$ cat config.mk
export PLATFORM = sky130hd
export DESIGN_NAME = pr_timer
export DESIGN_NICKNAME = d
export VERILOG_FILES = /design/src/rtl/pr_timer_pkg.sv /design/src/rtl/tc_down_counter.sv /design/src/rtl/pr_timer.sv
export SDC_FILE = /design/constraint.sdc
export NUM_CORES = 1
export LEC_CHECK = 0
export ABC_AREA = 1
export BUFFER_PORTS_ARGS = -buffer_cell sky130_fd_sc_hd__buf_2
export CELL_PAD_IN_SITES_DETAIL_PLACEMENT = 1
export CELL_PAD_IN_SITES_GLOBAL_PLACEMENT = 2
export CORE_UTILIZATION = 31
export DETAILED_ROUTE_END_ITERATION = 7
export GPL_TIMING_DRIVEN = 0
export HOLD_SLACK_MARGIN = 0.02
export PLACE_DENSITY = 0.87
export SLEW_MARGIN = 20
export SYNTH_ARGS = -nofsm -noshare
export SYNTH_HDL_FRONTEND = slang
export SYNTH_SLANG_ARGS = --single-unit
$ cat constraint.sdc
create_clock -name clk -period 2.4 [get_ports clk]
set_clock_uncertainty 0.15 [all_clocks]
set_input_delay 0.24 -clock clk [delete_from_list [all_inputs] [get_ports clk]]
set_output_delay 0.24 -clock clk [all_outputs]
set_load 0.005 [all_outputs]
$ cat src/rtl/pr_timer_pkg.sv
// Shared definitions for the programmable timer: register offsets, CTRL layout,
// mode codes and FSM state encoding.
package pr_timer_pkg;

   localparam logic [1:0] ADDR_CTRL   = 2'd0;
   localparam logic [1:0] ADDR_PRESET = 2'd1;
   localparam logic [1:0] ADDR_COUNT  = 2'd2;
   localparam logic [1:0] ADDR_RSVD   = 2'd3;

   localparam int CTRL_EN_BIT   = 0;
   localparam int CTRL_MODE_LSB = 1;
   localparam int CTRL_MODE_MSB = 2;
   localparam int CTRL_IM_BIT   = 3;

   localparam logic [1:0] MODE_ONESHOT = 2'd0;
   localparam logic [1:0] MODE_RELOAD  = 2'd1;

   localparam logic [1:0] ST_IDLE = 2'd0;
   localparam logic [1:0] ST_LOAD = 2'd1;
   localparam logic [1:0] ST_CNT  = 2'd2;
   localparam logic [1:0] ST_INT  = 2'd3;

   typedef struct packed {
      logic       im;
      logic [1:0] mode;
      logic       en;
   } ctrl_t;

   function automatic logic [31:0] ctrl_to_word(input ctrl_t c);
      logic [31:0] w;
      w = 32'd0;
      w[CTRL_EN_BIT]                 = c.en;
      w[CTRL_MODE_MSB:CTRL_MODE_LSB] = c.mode;
      w[CTRL_IM_BIT]                 = c.im;
      return w;
   endfunction

   function automatic ctrl_t word_to_ctrl(input logic [31:0] w);
      ctrl_t c;
      c.en   = w[CTRL_EN_BIT];
      c.mode = w[CTRL_MODE_MSB:CTRL_MODE_LSB];
      c.im   = w[CTRL_IM_BIT];
      return c;
   endfunction

   // Modes 2 and 3 are treated as one-shot.
   function automatic logic mode_is_reload(input logic [1:0] mode);
      logic r;
      case (mode)
         MODE_RELOAD:  r = 1'b1;
         MODE_ONESHOT: r = 1'b0;
         default:      r = 1'b0;
      endcase
      return r;
   endfunction

endpackage

$ cat src/rtl/tc_down_counter.sv
// Loadable down counter with a zero flag; saturates at zero instead of wrapping.
module tc_down_counter #(
   parameter int W = 32
) (
   input  logic         clk,
   input  logic         rst_n,
   input  logic         load,
   input  logic [W-1:0] load_val,
   input  logic         dec,
   output logic [W-1:0] count,
   output logic         zero
);

   logic [W-1:0] count_r;

   // Count register: load has priority over decrement.
   always_ff @(posedge clk or negedge rst_n) begin
      if (!rst_n) begin
         count_r <= {W{1'b0}};
      end else if (load) begin
         count_r <= load_val;
      end else if (dec && (count_r != {W{1'b0}})) begin
         count_r <= count_r - {{(W-1){1'b0}}, 1'b1};
      end else begin
         count_r <= count_r;
      end
   end

   assign count = count_r;
   assign zero  = (count_r == {W{1'b0}});

endmodule

$ cat src/rtl/pr_timer.sv
// Bus-attached programmable timer: CTRL/PRESET/COUNT registers, one-shot and
// auto-reload modes, maskable interrupt.
module pr_timer (
   input  logic        clk,
   input  logic        rst,
   input  logic [1:0]  Addr,
   input  logic        WE,
   input  logic [31:0] DIN,
   output logic [31:0] DOUT,
   output logic        IRQ
);
   import pr_timer_pkg::*;

   ctrl_t       ctrl_r;
   logic [31:0] preset_r;
   logic [1:0]  state_r;
   logic        pending_r;

   logic [1:0]  state_nxt_s;
   logic        load_s;
   logic        dec_s;
   logic [31:0] count_s;
   logic        zero_s;
   logic        last_s;
   logic        ctrl_we_s;
   logic        preset_we_s;

   assign ctrl_we_s   = WE && (Addr == ADDR_CTRL);
   assign preset_we_s = WE && (Addr == ADDR_PRESET);
   assign last_s      = zero_s || (count_s == 32'd1);

   tc_down_counter #(.W(32)) u_cnt (
      .clk      (clk),
      .rst_n    (rst),
      .load     (load_s),
      .load_val (preset_r),
      .dec      (dec_s),
      .count    (count_s),
      .zero     (zero_s)
   );

   // Next-state and counter control, all from pre-edge register values.
   always_comb begin
      state_nxt_s = state_r;
      load_s      = 1'b0;
      dec_s       = 1'b0;
      case (state_r)
         ST_IDLE: begin
            if (ctrl_r.en) state_nxt_s = ST_LOAD;
            else           state_nxt_s = ST_IDLE;
         end
         ST_LOAD: begin
            load_s = 1'b1;
            if (preset_r == 32'd0) state_nxt_s = ST_INT;
            else                   state_nxt_s = ST_CNT;
         end
         ST_CNT: begin
            if (!ctrl_r.en) begin
               state_nxt_s = ST_IDLE;
            end else begin
               dec_s = 1'b1;
               if (last_s) state_nxt_s = ST_INT;
               else        state_nxt_s = ST_CNT;
            end
         end
         ST_INT: begin
            if (mode_is_reload(ctrl_r.mode)) state_nxt_s = ST_LOAD;
            else                             state_nxt_s = ST_IDLE;
         end
         default: state_nxt_s = ST_IDLE;
      endcase
   end

   // State register.
   always_ff @(posedge clk or negedge rst) begin
      if (!rst) state_r <= ST_IDLE;
      else      state_r <= state_nxt_s;
   end

   // CTRL: a bus write beats the one-shot auto-clear of Enable.
   always_ff @(posedge clk or negedge rst) begin
      if (!rst) begin
         ctrl_r <= '{im: 1'b0, mode: 2'd0, en: 1'b0};
      end else if (ctrl_we_s) begin
         ctrl_r <= word_to_ctrl(DIN);
      end else if ((state_r == ST_INT) && !mode_is_reload(ctrl_r.mode)) begin
         ctrl_r.en <= 1'b0;
      end else begin
         ctrl_r <= ctrl_r;
      end
   end

   // PRESET only feeds the counter at LOAD, so mid-count writes wait.
   always_ff @(posedge clk or negedge rst) begin
      if (!rst)             preset_r <= 32'd0;
      else if (preset_we_s) preset_r <= DIN;
      else                  preset_r <= preset_r;
   end

   // Pending: set in INT; auto-reload pulses end at the following LOAD.
   always_ff @(posedge clk or negedge rst) begin
      if (!rst)                      pending_r <= 1'b0;
      else if (ctrl_we_s)            pending_r <= 1'b0;
      else if (state_r == ST_INT)    pending_r <= 1'b1;
      else if (state_r == ST_LOAD)   pending_r <= 1'b0;
      else                           pending_r <= pending_r;
   end

   // Zero-latency read mux.
   always_comb begin
      DOUT = 32'd0;
      case (Addr)
         ADDR_CTRL:   DOUT = ctrl_to_word(ctrl_r);
         ADDR_PRESET: DOUT = preset_r;
         ADDR_COUNT:  DOUT = count_s;
         ADDR_RSVD:   DOUT = 32'd0;
         default:     DOUT = 32'd0;
      endcase
   end

   assign IRQ = pending_r & ctrl_r.im;

endmodule

==> Word-level counts from Yosys, hierarchy flattened <==
Cells that the tools add are included.
{ "totals": {"ff_bits": 71, "inputBits": 37, "out_inout_bits": 33} }
{ "op_classes": {"n_addsub": 1, "eq_ne": 8, "n_mux": 20, "bitwise": 1, "reduce_logical": 14} }
{ "op_table": {"columns": ["cell", "n"], "rows": [
  ["32-bit case mux with 4 select lines", 1],
  ["32-bit logical NOT", 2],
  ["32-bit 2-to-1 mux", 2],
  ["32-bit by 1-bit equality test with 1-bit output, second input constant", 1],
  ["32-bit nonzero test", 1],
  ["32-bit by 1-bit subtractor with 32-bit output, second input constant", 1],
  ["1-bit 2-to-1 mux", 15],
  ["2-bit equality test, second input constant", 4],
  ["2-bit case mux with 4 select lines", 1],
  ["2-bit by 1-bit equality test with 1-bit output, second input constant", 3],
  ["1-bit logical AND", 4],
  ["2-bit logical NOT", 2],
  ["2-bit nonzero test", 2],
  ["3-bit nonzero test", 1],
  ["2-bit 2-to-1 mux", 1],
  ["1-bit AND", 1],
  ["1-bit logical NOT", 1],
  ["1-bit logical OR", 1]
]} }

==> Logic depth before layout (Yosys ltp) <==
{ "depth": {"depth_word": 7, "depth_mapped": 11, "mapped_depth_nobuf": 11} }

==> Cells and area by module <==
Synthesis repeated with hierarchy kept, for this count alone.
{ "hier_totals": {"cells_unflattened": 705, "hier_area_um2": 4732.0} }
{ "modules_own_cells": {"columns": ["mod", "n_inst", "cells_each", "area_each_um2"], "rows": [
  ["tc_down_counter", 1, 407, 2511.2],
  ["pr_timer", 1, 298, 2220.9]
]} }

==> Worst setup path after synthesis <==
No wires, ideal clock.
{ "synth_path": {"path_kind": "reg2reg", "start": "register u_cnt.count_r[0] (netlist: u_cnt.count[0])", "end": "register u_cnt.count_r[26] (netlist: u_cnt.count[26])", "arrival_ps": 1511, "t_required_ps": 2134, "setup_slack_ps": 623, "path_stages_with_launch": 11, "n_path_buf": 1, "path_cell_list": "dfrtp_1 > inv_1 > ha_1 > nand2_2 > nor2_4 > nand3_4 > o21ai_4 > buf_6 > nor2_1 > nand2_1 > nand2_1"} }
{ "synth_via": {"elab_chain_cells": 3} }
{ "synth_lines": {"columns": ["element", "line", "rtl"], "rows": [
  ["from (decl)", "tc_down_counter.sv:14", "logic [W-1:0] count_r;"],
  ["from (signal assigned)", "tc_down_counter.sv:19", "count_r <= {W{1'b0}};"],
  ["from (signal assigned)", "tc_down_counter.sv:21", "count_r <= load_val;"],
  ["from (signal assigned)", "tc_down_counter.sv:23", "count_r <= count_r - {{(W-1){1'b0}}, 1'b1};"],
  ["32-bit by 1-bit subtractor with 32-bit output or 32-bit nonzero test (tied branches)", "tc_down_counter.sv:23, tc_down_counter.sv:22", null],
  ["32-bit 2-to-1 mux or 1-bit logical AND (tied branches)", "tc_down_counter.sv:22", "end else if (dec && (count_r != {W{1'b0}})) begin"],
  ["32-bit 2-to-1 mux or 2-bit nonzero test (tied branches)", null, null]
]} }
Several ways; a longest one is shown, not always the timed one. The select of a mux whose other input is x is not followed.
A chain may end at the register's enable or synchronous reset.

==> Final worst setup path <==
{ "layout_path": {"start": "register u_cnt.count_r[0] (netlist: u_cnt.count[0])", "end": "register u_cnt.count_r[31] (netlist: u_cnt.count[31])"} }
Same word-level chain as after synthesis.

==> results.tsv <==
stage	metric	value	unit
floorplan	die area	15000	um^2
worst_setup_path	kind of critical path	flop to flop	
timing	Final Setup Violations	0	
floorplan	width of the chip	123	um
placed_design	gpl congestion	0.868	
yosys	asr flop ratio synth	100	%
flow_run	MaxCap Viol Count	0	
clocking	clock tree buffer depth	2	
clocking	clock sink count	71	
yosys	post-synthesis sequential area ratio	39.4	%
drt	uppermost routed layer	met4	
global_route	GR Util All Layers	24.6	%
cells_and_area	fin util	40.6	%
timing	fmax	457	MHz
floorplan	Core Area	14000	um^2
drt	DRT iter0 DRCs	253	
clocking	Num CTS Buffers	9	
timing	TNS Setup	0	ns
global_route	vias in the first global route	5088	
worst_setup_path	slowest CP cell	dfrtp_1	
worst_setup_path	CP required	2.49	ns
drt	antenna-violating nets left	0	
yosys	syn_nets	711	
cells_and_area	synthesis-to-layout area growth	26.3	%
worst_setup_path	crit path launch	u_cnt.count[0]$_DFFE_PN0P_	
floorplan	Die Y	123	um
clocking	Max H-tree Level	3	
yosys	Post-synth EDFFs	0	
worst_setup_path	Reg-to-Reg Start	u_cnt.count[0]$_DFFE_PN0P_	
worst_setup_path	reg-to-reg slack, setup	0.21	ns
placed_design	Port Buffers	69	
global_route	initial antenna violation count	0	
timing	worst setup margin	0.212	ns
power	leak pwr	2.92	nW
timing	Final Hold Vio Count	0	
worst_setup_path	critical path startpoint category	flop	
drt	metal2 WL	8120	um
worst_setup_path	CP arrival	2.28	ns
worst_setup_path	CP Cell Sequence	inv_1 -> ha_1 -> nand2_2 -> nor2_4 -> nand3_4 -> o21ai_4 -> buf_6 -> nor2_1 -> nand2_1 -> nand2_1	
yosys	#FFs+latches synth	71	
timing	RSZ-0062 raised after global routing	false	
cells_and_area	Post-layout nets	822	
timing	crit share post-route	91.2	%
yosys	Yosys cell types	30	
power	Overall Power	6.49	mW
clocking	Clock Latency Late Sink	0.35	ns
floorplan	# IOs	70	
timing	min Tclk post-route	2.19	ns
cells_and_area	leading cell type in the layout, fill and taps excluded	nand2_1	
clocking	Clock Root Buffer	clkbuf_16	
drt	Vias	4871	
worst_setup_path	R2R depth	10	
yosys	Cells after Synth	672	
placed_design	dpl hpwl	13100	um
drt	met3 WL	570	um
placed_design	dpl cell area	5110	um^2
drt	met1 wire length	7990	um
timing	worst-margin pin slew	0.650	ns
yosys	Synth Flop Type	dfrtp_1	
worst_setup_path	slowest stage delay, CP	0.40	ns
yosys	Ys Warns	0	
run_status	status	finished, final reports clean	
timing	Slew Limit Fails	0	
worst_setup_path	crit-path max FO	10	
drt	DRC violations left	0	
drt	routed len/inst	17.7	um
hold_path	Hold Path Class	primary input to flop	
timing	max_slew headroom	56.7	%
floorplan	Initial Util	32.1	%
drt	drt pass-1 iters	4	
floorplan	floorplan row count	43	
clocking	# Post-CTS Setup Buffers	0	
global_route	largest net degree at the start of global routing	45	
worst_setup_path	Worst setup EP type	flop	
yosys	mapped cell area	4510	um^2
cells_and_area	Final Cell Area	5700	um^2
worst_setup_path	Reg-to-Reg End	u_cnt.count[31]$_DFFE_PN0P_	
worst_setup_path	crit path to	u_cnt.count[31]$_DFFE_PN0P_	
power	maximum vdd drop	0.000341	V
global_route	GRT overflow	0	
cells_and_area	share of post-route cells with drive strength above 1	16.2	%
global_route	first-pass GRT wire length	27200	um
yosys	Mean Syn Cell Area	6.72	um^2
power	power density over the cells	1140	nW/um^2
cells_and_area	antenna cells	0	
worst_setup_path	most used cell, CP	nand2_1	
clocking	CTS tree	built	
clocking	clock slew at reported path FFs	0.06	ns
cells_and_area	commonest non-fill, non-tap cells in the layout	nand2_1, nor2_1, inv_1	
drt	vias per cell	5.03	
placed_design	pre-CTS worst setup slack	0.230	ns
drt	routed wire length	17100	um
[cells in the mapped netlist, types with 3 or more instances]
cell,instances,area [um^2]
a21oi_1,22,110
buf_2,10,50.1
buf_6,3,33.8
clkbuf_1,11,41.3
dfrtp_1,71,1780
inv_1,82,308
mux2_2,9,101
nand2_1,198,743
nand2_2,3,18.8
nand3_1,55,275
nand4_1,7,43.8
nor2_1,107,402
nor2_2,8,50.1
nor3_1,4,20.0
o21ai_0,39,195
o221ai_1,3,26.3
o22ai_1,20,125
or2_2,3,18.8
xor2_1,3,26.3
[kinds of logic (layout without fill, tap and decap cells)]
group / after synthesis / in the layout / share of synthesized area [%]
and+or+nand+nor: 391 / 391 / 36.6
buffers and inverters: 107 / 223 / 9.67
muxes: 9 / 9 / 2.25
DFF: 71 / 71 / 39.4
AOI/OAI and AO/OA: 89 / 89 / 11.0
xor gates and xnor gates: 3 / 3 / 0.582
adders and majority gates: 2 / 2 / 0.554
[metrics by stage]
step | std cells | hold WS, ns
2_1_floorplan | 672 | -0.206
3_3_place_gp | 921 | 0.321
3_5_place_dp | 922 | 0.0452
4_1_cts | 968 | 0.0232
5_1_grt | 968 | 0.0258
6_report | 968 | 0.00694
[worst max-delay path: cells and delay by family (launching register included)]
family | cells | cell delay [ns]
AND/OR/NAND/NOR | 6 | 0.62
buffers and inverters | 2 | 0.34
flip-flops | 1 | 0.40
adder cells (fa/ha/maj) | 1 | 0.24
AO/OA/AOI/OAI | 1 | 0.31
[where the power goes]
group / total, mW / switching (mW) / leakage (nW) / internal (mW)
Clock: 1.34 / 0.578 / 0.139 / 0.760
Sequential: 2.04 / 0.464 / 0.854 / 1.57
Combinational: 3.12 / 2.09 / 1.93 / 1.03
Total: 6.49 / 3.13 / 2.92 / 3.37
[how the worst min path moves through the flow]
stage,startpoint,to,cells past startpoint
6_report,DIN[25],preset_r[25]$_DFFE_PN0P_,3
5_1_grt,DIN[25],preset_r[25]$_DFFE_PN0P_,3
3_5_place_dp,rst,preset_r[2]$_DFFE_PN0P_,1
4_1_cts,DIN[25],preset_r[25]$_DFFE_PN0P_,3
3_3_place_gp,preset_r[3]$_DFFE_PN0P_,preset_r[3]$_DFFE_PN0P_,2
2_1_floorplan,rst,ctrl_r[0]$_DFFE_PN0P_,0
[routing by layer]
layer	vias up	global-route usage [%]
li1	2355	-
met1	2390	31.9
met2	100	40.7
met3	26	3.95
met4	0	9.53
met5	-	0
[sequential cells by signal (all words and copies together), names as in the netlist]
signal	count
state_r	2
preset_r	32
u_cnt.count	32
ctrl_r	4
pending_r	1
[final cells by class]
class	count	area, um^2
Fill cell	1811	8340
Inverter	83	312
Multi-Input combinational cell	494	2300
Sequential cell	71	1780
Clock buffer	12	256
Tap cell	180	225
Timing Repair Buffer	100	676
Buffer	24	125
Clock inverter	4	30.0
[what timing repair did]
item,CTS,global route
resized for setup,0,0
hold buffers,30,0
endpoints found under the hold margin,58,0
(Power assumes the default switching activity.)
